File: config.mk
export PLATFORM = sky130hd
export DESIGN_NAME = fetch_unit
export DESIGN_NICKNAME = d
export VERILOG_FILES = /design/src/rtl/fetch_unit.sv
export SDC_FILE = /design/constraint.sdc
export NUM_CORES = 1
export LEC_CHECK = 0
export CORE_MARGIN = 2
export CORE_UTILIZATION = 30
export CTS_CLUSTER_DIAMETER = 60
export DETAILED_ROUTE_END_ITERATION = 8
export PLACE_DENSITY = 0.61
export SETUP_SLACK_MARGIN = 0.3
export SLEW_MARGIN = 5
export SYNTH_ARGS = -nofsm -noshare
export SYNTH_HDL_FRONTEND = slang
export SYNTH_SLANG_ARGS = --single-unit
export TNS_END_PERCENT = 10
File: constraint.sdc
create_clock -name clk -period 3.7 [get_ports clk]
set_input_delay 0.74 -clock clk [delete_from_list [all_inputs] [get_ports clk]]
set_output_delay 0.74 -clock clk [all_outputs]
set_load 0.01 [all_outputs]
File: src/rtl/fetch_unit.sv
// fetch_unit: instruction fetch front-end.
// Issues reads to a 1-cycle synchronous ROM, captures the returned words in a
// small in-order buffer and hands them to decode. A redirect squashes the
// in-flight read and flushes the buffer.
// Optional build macro: FETCH_BOUNDS_CHECK_EN adds a fetch-window check
// that raises fetch_fault and parks the FSM in HALT until a redirect.
module fetch_unit #(
  parameter logic [31:0] RESET_PC  = 32'h0100_0000,
  parameter logic [31:0] MEM_BASE  = 32'h0100_0000,
  parameter int          MEM_WORDS = 1024,
  parameter int          BUF_DEPTH = 2
) (
  input  logic        clk,
  input  logic        rst_n,
  input  logic        fetch_en,
  output logic        imem_rd,
  output logic [31:0] imem_addr,
  input  logic [31:0] imem_instr,
  input  logic        redirect_valid,
  input  logic [31:0] redirect_pc,
  output logic        dec_valid,
  output logic [31:0] dec_instr,
  output logic [31:0] dec_pc,
  input  logic        dec_ready,
  output logic        fetch_fault
);

  localparam int PW = (BUF_DEPTH > 1) ? $clog2(BUF_DEPTH) : 1;
  // One extra bit so count + inflight never overflows.
  localparam int CW = $clog2(BUF_DEPTH + 1) + 1;

  if (BUF_DEPTH < 2) begin : g_depth_check
    $error("fetch_unit: BUF_DEPTH must be at least 2");
  end
  if (MEM_BASE[1:0] != 2'b00) begin : g_base_check
    $error("fetch_unit: MEM_BASE must be word aligned");
  end
  if (MEM_WORDS < 1) begin : g_words_check
    $error("fetch_unit: MEM_WORDS must be positive");
  end

  typedef enum logic {S_RUN = 1'b0, S_HALT = 1'b1} state_t;

  // state_q is the FSM state visible to bound checkers.
  state_t         state_q, state_d;
  logic [31:0]    pc_q;
  logic           inflight_q;
  logic [31:0]    inflight_pc_q;
  logic [PW-1:0]  head_q, tail_q;
  logic [CW-1:0]  count_q;
  logic [31:0]    buf_instr [BUF_DEPTH];
  logic [31:0]    buf_pc    [BUF_DEPTH];

  logic           pop;
  logic           push;
  logic           space_ok;
  logic           in_range;
  logic [31:0]    target;
  logic [CW-1:0]  occupancy;

  // Decode handshake: the head entry transfers on a cycle where dec_valid=1
  // and dec_ready=1; dec_instr/dec_pc hold steady while dec_valid=1 and
  // dec_ready=0. Only a redirect or reset may withdraw dec_valid.
  assign pop       = dec_valid & dec_ready;
  assign push      = inflight_q & ~redirect_valid;
  assign target    = redirect_pc & ~32'h3;
  assign occupancy = count_q + CW'(inflight_q) - CW'(pop);
  assign space_ok  = occupancy < CW'(BUF_DEPTH);

  assign dec_valid = (count_q != '0);
  assign dec_instr = buf_instr[head_q];
  assign dec_pc    = buf_pc[head_q];

`ifdef FETCH_BOUNDS_CHECK_EN
  localparam logic [32:0] WIN_LO = {1'b0, MEM_BASE};
  localparam logic [32:0] WIN_HI = {1'b0, MEM_BASE} + 33'(4 * MEM_WORDS);
  logic fault_q;

  assign in_range    = ({1'b0, pc_q} >= WIN_LO) && ({1'b0, pc_q} < WIN_HI);
  assign fetch_fault = fault_q;

  // Fault flag tracks entry into HALT; a redirect clears it.
  always_ff @(posedge clk or negedge rst_n) begin
    if (!rst_n) fault_q <= 1'b0;
    else        fault_q <= (state_d == S_HALT);
  end
`else
  // No window check: upper address bits simply alias into the memory.
  assign in_range    = 1'b1;
  assign fetch_fault = 1'b0;
`endif

  function automatic logic [PW-1:0] ptr_next(input logic [PW-1:0] p);
    return (p == PW'(BUF_DEPTH - 1)) ? '0 : p + 1'b1;
  endfunction

  // FSM state register.
  always_ff @(posedge clk or negedge rst_n) begin
    if (!rst_n) state_q <= S_RUN;
    else        state_q <= state_d;
  end

  // FSM next state: redirect always returns to RUN; an out-of-window fetch halts.
  always_comb begin
    state_d = state_q;
    if (redirect_valid) begin
      state_d = S_RUN;
    end else if (state_q == S_RUN && fetch_en && !in_range) begin
      state_d = S_HALT;
    end
  end

  // FSM outputs: read strobe and address; redirect bypasses the space check.
  always_comb begin
    imem_rd   = 1'b0;
    imem_addr = redirect_valid ? target : pc_q;
    if (rst_n) begin
      if (redirect_valid) imem_rd = fetch_en;
      else                imem_rd = (state_q == S_RUN) && fetch_en && space_ok && in_range;
    end
  end

  // PC, in-flight tracking and buffer pointers.
  always_ff @(posedge clk or negedge rst_n) begin
    if (!rst_n) begin
      pc_q          <= RESET_PC;
      inflight_q    <= 1'b0;
      inflight_pc_q <= '0;
      head_q        <= '0;
      tail_q        <= '0;
      count_q       <= '0;
    end else if (redirect_valid) begin
      head_q        <= '0;
      tail_q        <= '0;
      count_q       <= '0;
      inflight_q    <= imem_rd;
      inflight_pc_q <= target;
      pc_q          <= imem_rd ? target + 32'd4 : target;
    end else begin
      if (push) tail_q <= ptr_next(tail_q);
      if (pop)  head_q <= ptr_next(head_q);
      count_q <= count_q + CW'(push) - CW'(pop);
      if (imem_rd) begin
        pc_q          <= pc_q + 32'd4;
        inflight_q    <= 1'b1;
        inflight_pc_q <= pc_q;
      end else begin
        inflight_q    <= 1'b0;
      end
    end
  end

  // Buffer storage: the returning word lands at the tail unless squashed.
  always_ff @(posedge clk or negedge rst_n) begin
    if (!rst_n) begin
      for (int i = 0; i < BUF_DEPTH; i++) begin
        buf_instr[i] <= '0;
        buf_pc[i]    <= '0;
      end
    end else if (push) begin
      buf_instr[tail_q] <= imem_instr;
      buf_pc[tail_q]    <= inflight_pc_q;
    end
  end

endmodule
Word-level counts from Yosys, hierarchy flattened
Cells that the tools add are included.
Widths: inputs -> output; s select.

word-level totals
  register bits after elaboration = 198
  bits of input ports = 69
  output and inout bits = 99
  word-level logic and storage cells = 60

cells by class
  add/subtract/negate cells = 8
  $lt $le $gt $ge = 4
  muxes and demuxes = 27
  bitwise operators = 5
  reductions and logical operators = 6

operator list
  operator               count
  $mux 32                13
  $bwmux 64              2
  $add 32x3->32 const B  2
  $demux 32 s1           1
  $mux 1                 10
  $add 3x1->3            2
  $reduce_bool 2->1      3
  $sub 3x1->3            2
  $ge 2x2->1 const B     2
  $not 1->2              2
  $lt 3x2->1 const B     1
  $mux 3                 1
  $reduce_bool 3->1      1
  $add 1x1->1 const B    2
  $and 1x1->1            2
  $logic_and 1x1->1      2
  $lt 2x1->1 const B     1
  $not 1->1              1

Depth between registers and ports, before layout
  depth in word-level cells = 9
  gate-level depth with buffers = 12
  gate-level depth less buffers = 11

Worst setup path before layout
No wires, ideal clock.

  path type = register -> output
  start point = register count_q[1]
  end point = output imem_rd
  arrival time = 2619 ps
  required time = 2960 ps
  slack = 341 ps
  cell stages (with the launch flop) = 10
  buffers on the path = 1
  cell sequence = dfrtp_1 or3_1 and2_1 ha_1 nand2b_1 fa_1 and3_1 a21boi_1 inv_2 buf_2

between the ends
  word-level cells in the longest chain between the ends = 7
  elaborated cells between the ends (all ways) = 8
  those cells by class = 2 x add/sub; 1 x order compare; 2 x mux; 1 x bitwise; 2 x reduce/logical

RTL lines
  item                    RTL line  RTL
  start, declared         50        logic [CW-1:0] count_q;
  start signal, assigned  142       count_q <= count_q + CW'(push) - CW'(pop);
  $reduce_bool 3->1       70        assign dec_valid = (count_q != '0);
  via dec_valid           21        output logic dec_valid,
  $and 1x1->1             64        assign pop = dec_valid & dec_ready;
  $sub 3x1->3             67        assign occupancy = count_q + CW'(inflight_q) - CW'(pop);
  $lt 3x2->1              68        assign space_ok = occupancy < CW'(BUF_DEPTH);
  $logic_and 1x1->1       119       else imem_rd = (state_q == S_RUN) && fetch_en && space_ok && in_range;
  $mux 1                  118       if (redirect_valid) imem_rd = fetch_en;
  $mux 1                  117       if (rst_n) begin
  end, declared           16        output logic imem_rd,

The timed path passes the listed nets, and every way through them passes these cells.

Worst setup path after layout
  start point = register count_q[2]
  end point = output imem_rd

between the ends
  word-level cells in the longest chain between the ends = 7
  elaborated cells between the ends (all ways) = 8
  those cells by class = 2 x add/sub; 1 x order compare; 2 x mux; 1 x bitwise; 2 x reduce/logical

RTL lines
  item                                                                 RTL line
  parallel branches: the longest is 2 deep, another holds $add 3x1->3  n/a
  $sub 3x1->3 *                                                        67
  $lt 3x2->1 *                                                         68
  $logic_and 1x1->1 *                                                  119
  $mux 1 *                                                             118
  $mux 1 *                                                             117

Mark *: on every way between the ends.

==> key figures <==
Run status
  – Status: finished clean

CTS
  – CTS Hold Bufs: 0
  – CTS tree: built
  – CTS root buffer: clkbuf_16
  – Clock sink count: 193
  – Later-pin clock latency in the skew report: ~430 ps
  – Clk slew on worst S/H paths: roughly 70 ps
  – CTS Buf Count: 17
  – H-tree levels: 4
  – Clock Path Buffers: 2

Synthesis
  – Seq/Total Area, Yosys: 50.20%
  – Yosys Warn Count: 0
  – Register bit total from synthesis: 193
  – Avg Inst Size Synth: 13.06 sq um
  – Synth cell types: 45
  – Synth Cell Area: between 0.009 and 0.01 sq mm
  – Mapped Cells: ~740

Global routing
  – Grt peak-use layer: met2
  – Largest net degree at the start of global routing: 71
  – Total GRT Usage: between 10 and 15%
  – Vias in the first global route: roughly 6600
  – Initial antenna violation count: 1
  – Met1 GRT Util: around a fifth
  – Total grt overflow: 0
  – First-pass GRT wire length: approximately 37000 um
  – M2 GR Usage: 22.83%
  – M3 GR Usage: 3.773%

Die
  – Ports: roughly 170
  – Core Area: approximately 0.032 sq mm
  – Std cell rows: 65
  – Die area: ~0.034 sq mm
  – Die H: approximately 180 um
  – Die width: about 180 um
  – Starting density of the core: 30.50%

Critical path
  – Crit path max-delay cell type: fa_2
  – CP Max Fanout: 3
  – Worst Setup End Kind: primary output
  – Worst Path Buf+Inv: 2
  – Critical Path AT: 2660 ps
  – Setup CP Type: reg -> out
  – Cells along the critical path: or3_4, and2_4, ha_4, nand2b_4, fa_2, and3_4, a21boi_4, inv_2, buf_6
  – Worst r2r path cells: 12
  – Reg2reg end: inflight_pc_q[28]
  – Critical Path RT: 2960 ps
  – R2R Setup Slk: 490 ps
  – Top cell family by delay on the critical path: simple AND/OR/NAND/NOR gates
  – Startpoint types: flip-flop
  – CP Depth: 9
  – CP peak stage delay: approximately 430 ps
  – Reg2reg start: count_q[2]

Final layout
  – Fin cells: roughly 1300
  – Fin util: 39.55%
  – Layout area overhead: 29.67%
  – Layout cells sized above 1: between 30% and 40%
  – Nets: 981

Timing
  – Max_slew headroom: between 30% and 40%
  – Worst clock skew: between 10 and 15 ps
  – Min Hold Slack: roughly 150 ps
  – Slew Limit Fails: 0
  – Achievable Freq: roughly 0.29 GHz
  – Final hold vios: 0
  – Tcrit/Tclk final: between 90% and 100%
  – Minimum clock period after layout: 3404 ps
  – Final setup vio count: 0
  – Unrepaired setup endpoints after global routing: yes
  – Tightest Pin Transition: around 910 ps

Worst hold path
  – Hold Crit Class: in -> async

Routing
  – Initial DRC count: about 280
  – Drt drc: 0
  – Routed vias/inst: around 4.7
  – Remaining antenna violation count: 0
  – DRT Pass-1 Iters: 4
  – Via count: around 6300
  – Drt total wl: ~24000 um
  – Avg WL per Cell: 17.81 um

Placed design
  – Cells after DPL: roughly 1300
  – Port bufs: 162
  – Post-DP HPWL: ~16000 um
  – Gp weighted congestion: about 0.76

Flow run
  – Max Cap Viol: 0

Power and ir drop
  – Tot Pwr: around 9200 uW
  – Leak pwr: 0.005055 uW
  – Max VDD drop: a little under 0.4 mV
  – Pwr/cell area: ~740 mW/mm^2
cells in the final DEF (no fill, tap or decap), types with 2 or more instances in the layout:
master,Yosys,layout
a21oi_1,2,2
and3_1,8,7
and4_1,8,8
buf_12,0,4
buf_4,4,26
bufinv_16,0,2
clkbuf_1,24,2
clkbuf_16,0,17
clkbuf_8,0,3
clkdlybuf4s50_1,0,159
clkinv_2,0,2
clkinv_4,0,4
conb_1,1,3
dfrtp_1,192,191
ha_1,5,4
inv_1,9,9
inv_6,0,2
mux2_1,5,5
mux2_2,239,239
mux2i_1,26,26
nand2_1,28,28
nand3_1,18,18
nand4_1,19,19
nand4b_1,2,2
nor2_1,15,14
nor2b_1,2,2
nor3_1,10,10
nor4_1,8,8
nor4_2,7,7
o21ai_0,6,6
xnor2_1,37,37
xor2_1,23,23
cell type report:
cell class,instances,area [sq um]
diodes,1,2.502
clock buffers,21,460.4
clock inverters,11,130.1
fillers,3036,19080
inverters,10,37.54
multi-input cells,492,4622
flip-flops and latches,193,4832
well taps,402,503.0
repair buffers,191,1892
power breakdown:
group	switching (uW)	leakage (uW)	internal [uW]	total (uW)
Combinational	1530	0.00242	2400	3930
Clock	839	0.000288	1040	1880
Sequential	442	0.00235	2950	3390
Total	2810	0.00506	6390	9200
registers in the layout, indices dropped and copies added, names as in the netlist:
signal,flops
inflight_q,1
inflight_pc_q,31
tail_q,1
head_q,1
pc_q,30
buf_instr,64
count_q,3
buf_pc,62
Yosys cell counts, drive strengths merged:
cell type / count / area share (%)
a21boi: 1 / 0.078
a21oi: 2 / 0.10
a31o: 1 / 0.091
and2: 2 / 0.13
and3: 8 / 0.52
and4: 8 / 0.73
buf: 20 / 1.1
clkbuf: 24 / 0.94
conb: 1 / 0.039
dfrtp: 192 / 50
dfstp: 1 / 0.27
fa: 2 / 0.42
ha: 5 / 0.65
inv: 10 / 0.39
mux2: 244 / 29
mux2i: 26 / 2.7
nand2: 28 / 1.1
nand2b: 3 / 0.20
nand3: 19 / 1.0
nand3b: 1 / 0.078
nand4: 19 / 1.2
nand4b: 2 / 0.18
nor2: 15 / 0.58
nor2b: 2 / 0.13
nor3: 11 / 0.62
nor4: 15 / 1.4
nor4b: 2 / 0.25
o211ai: 1 / 0.078
o21ai: 6 / 0.31
o221ai: 1 / 0.091
or3: 2 / 0.13
or4: 2 / 0.20
xnor2: 37 / 3.4
xnor3: 1 / 0.23
xor2: 23 / 2.1
worst reg2reg max path: stages, from the launching register on:
cell,delay [ps]
dfrtp_1,380
or3_4,380
and2_4,160
ha_4,200
nand2b_4,130
fa_2,520
and3_4,200
buf_4,110
buf_4,110
nand2_1,160
nand2b_2,180
buf_12,200
mux2_2,360
per-layer routing:
metal	wire length [um]	share of wire (%)
met5	0	0
met4	241	1.0
met3	1269	5.4
met2	10920	46
met1	11090	47
worst max-delay path by stage:
stage                           from  endpoint  slack, ps
after floorplan           count_q[1]   imem_rd        340
after global placement     dec_ready   imem_rd       -230
after detailed placement   dec_ready   imem_rd       -210
after CTS                 count_q[1]   imem_rd        250
after global routing      count_q[1]   imem_rd        200
final                     count_q[2]   imem_rd        300
per-stage QoR:
step | setup slack, ps | area [sq um] | setup TNS (ps)
after floorplan | 341.2 | 9632 | 0
after global placement | -225.4 | 11800 | -225.4
final | 296.4 | 12480 | 0
after global routing | 200.9 | 12480 | 0
after CTS | 253.3 | 12460 | 0
after detailed placement | -206.4 | 11800 | -206.4
cells by family (layout without fill, tap and decap cells):
family | after synthesis | in the layout | synth area share (%)
AO/OA/AOI/OAI | 12 | 12 | 0.7541
XOR/XNOR | 61 | 61 | 5.694
adder cells (fa/ha/maj) | 7 | 7 | 1.066
buffers and inverters | 54 | 233 | 2.457
flip-flops | 193 | 193 | 50.20
multiplexers | 270 | 270 | 31.25
other | 1 | 4 | 0.03896
AND/OR/NAND/NOR | 139 | 139 | 8.541
timing repair:
item	in CTS	in global routing
setup buffers	4	1
pin swaps	5	3
setup endpoints to repair	1	1
resized for setup	12	2
Note: power is estimated with default switching activity, not from simulation.
